File: src/rtl/writeback_ctrl_pkg.sv
// Shared definitions for the writeback stage: source-select codes, load widths,
// FSM state encoding and the captured load context.
package writeback_ctrl_pkg;

    localparam int XLEN = 32;
    localparam int REGW = 5;

    typedef enum logic [2:0] {
        WB_ALU    = 3'b000,
        WB_LOAD   = 3'b001,
        WB_IMM    = 3'b010,
        WB_IADDER = 3'b011,
        WB_CSR    = 3'b100,
        WB_PC4    = 3'b101
    } wb_sel_e;

    typedef enum logic [1:0] {
        LS_BYTE     = 2'b00,
        LS_HALF     = 2'b01,
        LS_WORD     = 2'b10,
        LS_WORD_ALT = 2'b11
    } load_size_e;

    typedef enum logic {
        ST_IDLE      = 1'b0,
        ST_LOAD_WAIT = 1'b1
    } wb_state_e;

    // Everything a pending load needs once its response arrives.
    typedef struct packed {
        logic [REGW-1:0] rd;
        logic [1:0]      size;
        logic            unsigned_ld;
        logic [1:0]      lsb;
        logic            wr_en;
    } load_ctx_t;

    function automatic logic load_misaligned(input logic [1:0] size, input logic [1:0] lsb);
        logic mis;
        mis = 1'b0;
        case (size)
            LS_HALF:              mis = lsb[0];
            LS_WORD, LS_WORD_ALT: mis = (lsb != 2'b00);
            default:              mis = 1'b0;
        endcase
        return mis;
    endfunction

endpackage

File: src/rtl/load_extend.sv
// Picks the addressed byte/half/word out of a load response and sign- or
// zero-extends it to a full register value.
module load_extend
    import writeback_ctrl_pkg::*;
(
    input  logic [XLEN-1:0] rdata_i,
    input  logic [1:0]      size_i,
    input  logic            unsigned_i,
    input  logic [1:0]      lsb_i,
    output logic [XLEN-1:0] data_o
);

    logic [7:0]  byte_v;
    logic [15:0] half_v;
    logic        byte_sign;
    logic        half_sign;

    always_comb begin
        byte_v = 8'h00;
        case (lsb_i)
            2'b00:   byte_v = rdata_i[7:0];
            2'b01:   byte_v = rdata_i[15:8];
            2'b10:   byte_v = rdata_i[23:16];
            default: byte_v = rdata_i[31:24];
        endcase
    end

    assign half_v    = lsb_i[1] ? rdata_i[31:16] : rdata_i[15:0];
    assign byte_sign = byte_v[7] & ~unsigned_i;
    assign half_sign = half_v[15] & ~unsigned_i;

    always_comb begin
        data_o = rdata_i;
        case (size_i)
            LS_BYTE: data_o = {{24{byte_sign}}, byte_v};
            LS_HALF: data_o = {{16{half_sign}}, half_v};
            default: data_o = rdata_i;
        endcase
    end

endmodule

File: src/rtl/writeback_ctrl.sv
// Writeback stage: selects the result source, parks on outstanding loads until
// the data memory answers, and drives a registered register-file write port.
module writeback_ctrl
    import writeback_ctrl_pkg::*;
(
    input  logic            clk_in,
    input  logic            rst_in,
    input  logic            valid_in,
    output logic            ready_out,
    input  logic [REGW-1:0] rd_adder_in,
    input  logic            rf_wr_en_in,
    input  logic [2:0]      wb_mux_sel_in,
    input  logic [1:0]      load_size_in,
    input  logic            load_unsigned_in,
    input  logic [1:0]      addr_lsb_in,
    input  logic [XLEN-1:0] alu_result_in,
    input  logic [XLEN-1:0] imm_in,
    input  logic [XLEN-1:0] iadder_in,
    input  logic [XLEN-1:0] pc_plus_4_in,
    input  logic [XLEN-1:0] csr_data_in,
    input  logic [XLEN-1:0] dmem_rdata_in,
    input  logic            dmem_rvalid_in,
    output logic            dmem_rready_out,
    output logic            rf_wr_en_out,
    output logic [REGW-1:0] rf_rd_out,
    output logic [XLEN-1:0] rf_wd_out,
    output logic            stall_out,
    output logic            load_err_out
);

    // Handshake: a bundle transfers on a rising edge with valid_in && ready_out;
    // a load response transfers on a rising edge with dmem_rvalid_in && dmem_rready_out.

    wb_state_e       state_q;
    logic            rf_wr_en_q;
    logic [REGW-1:0] rf_rd_q;
    logic [XLEN-1:0] rf_wd_q;
    logic            load_err_q;
    load_ctx_t       ld_q;
    load_ctx_t       ld_d;

    wb_sel_e         sel;
    logic            sel_valid;
    logic            accept;
    logic            is_load;
    logic            misaligned;
    logic            direct_wr_en;
    logic [XLEN-1:0] wd_mux;
    logic [XLEN-1:0] ld_data;

    // Handshake outputs fall back to their idle values while reset is held.
    assign ready_out       = (state_q == ST_IDLE) || !rst_in;
    assign dmem_rready_out = (state_q == ST_LOAD_WAIT) && rst_in;
    assign stall_out       = (state_q == ST_LOAD_WAIT) && rst_in;

    assign sel        = wb_sel_e'(wb_mux_sel_in);
    assign accept     = valid_in && ready_out;
    assign is_load    = (sel == WB_LOAD);
    assign misaligned = load_misaligned(load_size_in, addr_lsb_in);

    always_comb begin
        wd_mux    = '0;
        sel_valid = 1'b1;
        case (sel)
            WB_ALU:    wd_mux = alu_result_in;
            WB_LOAD:   wd_mux = '0;
            WB_IMM:    wd_mux = imm_in;
            WB_IADDER: wd_mux = iadder_in;
            WB_CSR:    wd_mux = csr_data_in;
            WB_PC4:    wd_mux = pc_plus_4_in;
            default:   sel_valid = 1'b0;
        endcase
    end

    assign direct_wr_en = rf_wr_en_in && (rd_adder_in != '0) && sel_valid;

    always_comb begin
        ld_d             = ld_q;
        ld_d.rd          = rd_adder_in;
        ld_d.size        = load_size_in;
        ld_d.unsigned_ld = load_unsigned_in;
        ld_d.lsb         = addr_lsb_in;
        ld_d.wr_en       = rf_wr_en_in && (rd_adder_in != '0);
    end

    load_extend u_load_extend (
        .rdata_i    (dmem_rdata_in),
        .size_i     (ld_q.size),
        .unsigned_i (ld_q.unsigned_ld),
        .lsb_i      (ld_q.lsb),
        .data_o     (ld_data)
    );

    always_ff @(posedge clk_in) begin
        if (!rst_in) begin
            state_q    <= ST_IDLE;
            rf_wr_en_q <= 1'b0;
            rf_rd_q    <= '0;
            rf_wd_q    <= '0;
            load_err_q <= 1'b0;
            ld_q       <= '0;
        end else begin
            // Strobes are single-cycle unless re-asserted below.
            rf_wr_en_q <= 1'b0;
            load_err_q <= 1'b0;
            case (state_q)
                ST_IDLE: begin
                    if (accept) begin
                        if (is_load) begin
                            if (misaligned) begin
                                load_err_q <= 1'b1;
                            end else begin
                                ld_q    <= ld_d;
                                state_q <= ST_LOAD_WAIT;
                            end
                        end else begin
                            rf_wr_en_q <= direct_wr_en;
                            rf_rd_q    <= rd_adder_in;
                            rf_wd_q    <= wd_mux;
                        end
                    end
                end
                ST_LOAD_WAIT: begin
                    if (dmem_rvalid_in) begin
                        rf_wr_en_q <= ld_q.wr_en;
                        rf_rd_q    <= ld_q.rd;
                        rf_wd_q    <= ld_data;
                        state_q    <= ST_IDLE;
                    end
                end
                default: state_q <= ST_IDLE;
            endcase
        end
    end

    assign rf_wr_en_out = rf_wr_en_q;
    assign rf_rd_out    = rf_rd_q;
    assign rf_wd_out    = rf_wd_q;
    assign load_err_out = load_err_q;

endmodule

File: config.mk
export PLATFORM = sky130hd
export DESIGN_NAME = writeback_ctrl
export DESIGN_NICKNAME = d
export VERILOG_FILES = /design/src/rtl/writeback_ctrl_pkg.sv /design/src/rtl/load_extend.sv /design/src/rtl/writeback_ctrl.sv
export SDC_FILE = /design/constraint.sdc
export NUM_CORES = 1
export LEC_CHECK = 0
export ABC_AREA = 0
export BUFFER_PORTS_ARGS = -buffer_cell sky130_fd_sc_hd__buf_2
export CAP_MARGIN = 20
export CORE_ASPECT_RATIO = 1.25
export CORE_MARGIN = 2
export CORE_UTILIZATION = 25
export CTS_CLUSTER_DIAMETER = 40
export DETAILED_ROUTE_END_ITERATION = 6
export MAX_ROUTING_LAYER = met4
export SYNTH_ARGS = -nofsm -noshare
export SYNTH_HDL_FRONTEND = slang
export SYNTH_SLANG_ARGS = --single-unit
File: constraint.sdc
create_clock -name clk_in -period 2.1 [get_ports clk_in]
set_input_delay 0.42 -clock clk_in [delete_from_list [all_inputs] [get_ports clk_in]]
set_output_delay 0.42 -clock clk_in [all_outputs]
set_load 0.01 [all_outputs]
# ---- Word level (Yosys, flattened, before mapping)
# Cells that the tools add are included.
dict set report word_totals {
  regBits 51
  output_inout_bits 42
  elab_cells 72
  input_bits 210
}
dict set report classes {
  n_mux 24
  n_bitwise 8
  reduce_logical 16
  eq_ne 14
}
# op count
set ops {}
lappend ops {{one-hot mux 32 bit (5 select lines)} 1}
lappend ops {{one-hot mux 32 bit (2 select lines)} 2}
lappend ops {{two-way mux 32 bit} 3}
lappend ops {{one-hot mux 8 bit (3 select lines)} 1}
lappend ops {{two-way mux 16 bit} 1}
lappend ops {{two-way mux 5 bit} 3}
lappend ops {{one-hot mux 5 bit (2 select lines)} 1}
lappend ops {{two-way mux 1 bit} 9}
lappend ops {{== test 2 x 1 -> 1 bit, second input constant} 3}
lappend ops {{== test 2 bit, second input constant} 3}
lappend ops {{== test 3 x 2 -> 1 bit, second input constant} 2}
lappend ops {{== test 3 bit, second input constant} 2}
lappend ops {{inequality test 2 bit, second input constant} 3}
lappend ops {{NOT 1 bit} 6}
lappend ops {{one-hot mux 1 bit (2 select lines)} 3}
lappend ops {{OR reduction 6 bit} 1}
lappend ops {{nonzero test 5 bit} 1}
lappend ops {{logical AND 1 bit} 4}
lappend ops {{zero test 2 bit} 2}
lappend ops {{AND reduction 4 bit} 1}
lappend ops {{OR reduction 4 bit} 1}
lappend ops {{== test 3 x 1 -> 1 bit, second input constant} 1}
lappend ops {{zero test 3 bit} 1}
lappend ops {{AND reduction 3 bit} 1}
lappend ops {{5 further kinds} 6}

# ---- Longest topological paths before layout
dict set report logic_depth {
  word_depth 7
  mapped_depth 7
  depth_no_buf 4
}

# ---- By module
# Synthesis repeated with hierarchy kept, for this count alone.
dict set report unflattened {
  cells_unflattened 566
  area_unflattened_um2 4805.9
}
# mod area_each_um2 cells_each instances seq_area_each_um2
set modules_own_cells {}
lappend modules_own_cells {writeback_ctrl 3960.0 451 1 1021.0}
lappend modules_own_cells {load_extend 845.8 115 1 0.0}

# ---- Least setup slack after synthesis
# Ideal clock, no wire load.
dict set report synth_path {
  kind {input-to-reg}
  startpoint {in wb_mux_sel_in[2]}
  endpoint {reg rf_wd_q[14], in the netlist rf_wd_out[14]}
  n_path_buf 2
  arrival_time_ns 1.604
  stages 6
  setup_ns 0.073
  required_time_ns 2.027
  setup_slack_ns 0.423
  path_cell_list {buf_6 -> or3b_4 -> a211oi_4 -> buf_6 -> nand2_1 -> o211ai_2}
}
dict set report synth_via {
  elab_chain_len 5
  elab_cells_between_ends 12
  classes_between {6 x eq/ne; 4 x mux; 2 x reduce/logical}
}
# item line
set synth_lines {}
lappend synth_lines {{start, declared} writeback_ctrl.sv:12} ;# input logic [2:0] wb_mux_sel_in,
lappend synth_lines {{== test 3 bit (tied with other cells)} writeback_ctrl.sv:64} ;# case (sel)
lappend synth_lines {{one-hot mux 32 bit (5 select lines)} writeback_ctrl.sv:64}
lappend synth_lines {{two-way mux 32 bit} writeback_ctrl.sv:109} ;# if (is_load) begin
lappend synth_lines {{two-way mux 32 bit} writeback_ctrl.sv:108} ;# if (accept) begin
lappend synth_lines {{one-hot mux 32 bit (2 select lines)} writeback_ctrl.sv:106} ;# case (state_q)
lappend synth_lines {{end signal, assigned} writeback_ctrl.sv:119} ;# rf_wd_q <= wd_mux;
lappend synth_lines {{end signal, assigned} writeback_ctrl.sv:127} ;# rf_wd_q <= ld_data;
lappend synth_lines {{end, declared} writeback_ctrl.sv:37} ;# logic [XLEN-1:0] rf_wd_q;
# Parallel ways exist; a longest one is shown, timed or not. The select of a mux whose other input is x is not followed.
# A chain may end at the register's enable or synchronous reset.

# ---- Worst setup path in the final report
dict set report layout_path {
  startpoint {reg state_q}
  endpoint {reg rf_wd_q[11], in the netlist rf_wd_out[11]}
}
dict set report layout_via {
  elab_chain_len 5
  elab_cells_between_ends 8
  classes_between {3 x eq/ne; 1 x mux; 1 x bitwise; 3 x reduce/logical}
}
# item line
set layout_lines {}
lappend layout_lines {{start, declared} writeback_ctrl.sv:34} ;# wb_state_e state_q;
lappend layout_lines {{start signal, assigned} writeback_ctrl.sv:96} ;# state_q <= ST_IDLE;
lappend layout_lines {{start signal, assigned} writeback_ctrl.sv:114} ;# state_q <= ST_LOAD_WAIT;
lappend layout_lines {{start signal, assigned} writeback_ctrl.sv:128} ;# state_q <= ST_IDLE;
lappend layout_lines {{NOT 1 bit (no source line)} -}
lappend layout_lines {{logical OR 1 bit} writeback_ctrl.sv:52} ;# assign ready_out = (state_q == ST_IDLE) || !rst_in;
lappend layout_lines {{logical AND 1 bit} writeback_ctrl.sv:57} ;# assign accept = valid_in && ready_out;
lappend layout_lines {{inequality test 2 bit (no source line)} -}
lappend layout_lines {{AND reduction 3 bit (no source line)} -}
# Parallel ways exist; a longest one is shown, timed or not.

==> results_dict.tcl <==
set metrics [dict create \
    routed_wl_mm 18.5 \
    p_switching_uw 834 \
    ys_seq_area_frac 0.243 \
    cts_hold_buf 0 \
    die_h_um 149 \
    finalSetupTns_ps 0 \
    ios 252 \
    dr.pass1.iters 5 \
    postCtsSetupBuffers 0 \
    routabilityCongestion 0.949 \
    p_seq_frac 0.387 \
    fp-row-count 52 \
    irDropWorstVdd_uv 260 \
    setup_viol 0 \
    viasPerCell 5.08 \
    worstHoldPathType "input pin to register" \
    cts_tree "done" \
    fin_crit_sh 0.890 \
    pwr-share-comb 0.311 \
    slew_headroom 0.453 \
    port_buffers 251 \
    coreArea_sq_um 16300 \
    area_delta_synth_final_pct 42.4 \
    ys_ff_latch 51 \
    p_leak_nw 2.82 \
    die-area_sq_um 17900 \
    path_clk_slew_ps 70 \
    first_global_vias 4726 \
    p_per_area_nw_per_um2 455 \
    clkLatencyLatePin_ps 300 \
    outcome "complete, no violations" \
    synth_edf_count 0 \
    synth_top_area_share 0.243 \
    cp.required_ps 2330 \
    htreeDepth 2 \
    fp.dieW_um 120 \
    maxCapViolCount 0 \
    drive_gt1_frac 0.465 \
    placed_area_sq_um 5830 \
    slew_violations 0 \
    multi_input_area_sq_um 2920 \
    finalPower_mw 2.72 \
    netlist_top_cells_area "dfxtp_1 (24%), mux2i_1 (12%), mux2_2 (8.6%)" \
    pre_cts_ws_ps 152 \
    avgSynthCellArea_sq_um 8.41 \
    syn-num-nets 709 \
    vias 4907 \
    synth-async-reset-ratio 0 \
    tightest_slew_ps 816 \
    synth_top_area_cell "dfxtp_1" \
    start_util 0.257 \
    end_kind "register" \
    nNetsFinal 957 \
    grt-ovfl-total 0 \
    grt_antenna_before_repair 3 \
    grt_max_degree 41 \
    first_iter_violations 297 \
    fillerInstances 1696 \
    fmax_ghz 0.535 \
    cp.arrival_ps 2100 \
    synthFlopType "dfxtp_1" \
    clockBufferDepth 2 \
    internal-power_mw 1.89 \
    clkPwrFrac 0.302 \
    yosysMostFrequentCell "dfxtp_1" \
    skew_ps 3.63 \
    yosys-top-cells-count "dfxtp_1 (51), mux2i_1 (50), nand2_1 (38)" \
    drc 0 \
    ff_latch_area_sq_um 1020 \
    clockRootBuffer "clkbuf_16" \
    synth_cell_types 59 \
    grt_pass1_wl_mm 27.2 \
    period_needed_ps 1870 \
    fin_cells 966 \
    startpoint_type "register" \
    cts_resized 0 \
    drt-wirelength-per-cell_um 19.2 \
    netSwitchingFraction 0.306 \
    fin_ws_ps 232 \
    syn_inst 499 \
    cts_sinks 51 \
    numCtsBuffers 5 \
    synth_area_sq_um 4200 \
    finish.instance_area_sq_um 5980 \
    hold_violations 0 \
    final_antenna_net_count 0 \
    grt_usage 0.203 \
    ys_warn_count 0 \
    dp_hpwl_mm 15.1 \
    crit_type "register to register" \
    rsz0062_at_grt "no" \
    dp.cells 956 \
    path_max_fanout 12 \
]
==> final timing paths <==
| check | endpoint | from | slack, ps | cells past startpoint |
|---|---|---|---|---|
| setup / recovery | rf_wd_out[11]$_SDFFE_PN0P_ | state_q$_SDFF_PN0_ | 230 | 6 |
| hold / removal | ld_q[3]$_SDFFE_PN0P_ | load_unsigned_in | 360 | 3 |
| setup reg to reg | rf_wd_out[11]$_SDFFE_PN0P_ | state_q$_SDFF_PN0_ | 230 | 6 |
| hold reg to reg | rf_wd_out[27]$_SDFFE_PN0P_ | rf_wd_out[27]$_SDFFE_PN0P_ | 460 | 1 |
==> critical path, cell delays in order (launching register included) <==
cell      delay (ps)
dfxtp_1          530
buf_4            240
inv_1            170
a311oi_1         410
a211oi_1         140
buf_4            180
o22ai_1          120
==> power groups by stage <==
stage / clock network [mW] / logic [mW] / registers (mW)
after CTS: 0.847 / 0.853 / 1.05
after global placement: 0 / 0.844 / 1.08
after global routing: 0.876 / 0.921 / 1.06
after detailed placement: 0 / 0.849 / 1.08
after floorplan: 0 / 0.393 / 1.10
final: 0.821 / 0.847 / 1.05
==> sequential cells by signal (all words and copies together) (netlist names) <==
register,count
rf_wd_out,32
ld_q,11
state_q,1
load_err_out,1
rf_wr_en_out,1
rf_rd_out,5
==> cell families after synthesis <==
group / share of synthesized area
buffers and inverters: 0.0620
AO/OA/AOI/OAI: 0.322
multiplexers: 0.205
flip-flops: 0.243
AND/OR/NAND/NOR: 0.168
==> per-stage QoR <==
stage               utilization  hold WS, ps
floorplan                     -          454
global placement          0.357          440
detailed placement        0.357          447
CTS                       0.366          351
global route              0.366          360
finish                    0.366          355
==> final cells by class <==
cell class | count | share of cell area
Clock buffer | 5 | 0.0209
Sequential cell | 51 | 0.171
Multi-Input combinational cell | 394 | 0.488
Tap cell | 216 | 0.0452
Clock inverter | 2 | 0.00230
Antenna cell | 3 | 0.00126
Timing Repair Buffer | 290 | 0.268
Inverter | 5 | 0.00314
==> cell usage in the layout, fill, tap and decap left out, drive strengths merged, types with 9 or more instances in the layout <==
master,count
buf,290
dfxtp,51
mux2i,50
nand2,38
o21ai,34
mux2,32
a21oi,27
nor2,22
a22oi,17
nand2b,14
a211oi,14
a22o,13
nand3,12
a211o,11
or3b,11
nand3b,10
o221ai,10
o22ai,9
==> metal layers <==
layer / GRT usage / part of all wire / vias to the layer above
li1: - / - / 2443
met1: 0.235 / 0.40 / 2280
met2: 0.355 / 0.51 / 166
met3: 0.0485 / 0.070 / 18
met4: 0.0459 / 0.014 / 0
met5: - / 0 / -
No activity file was read; power rests on OpenSTA's default activity.
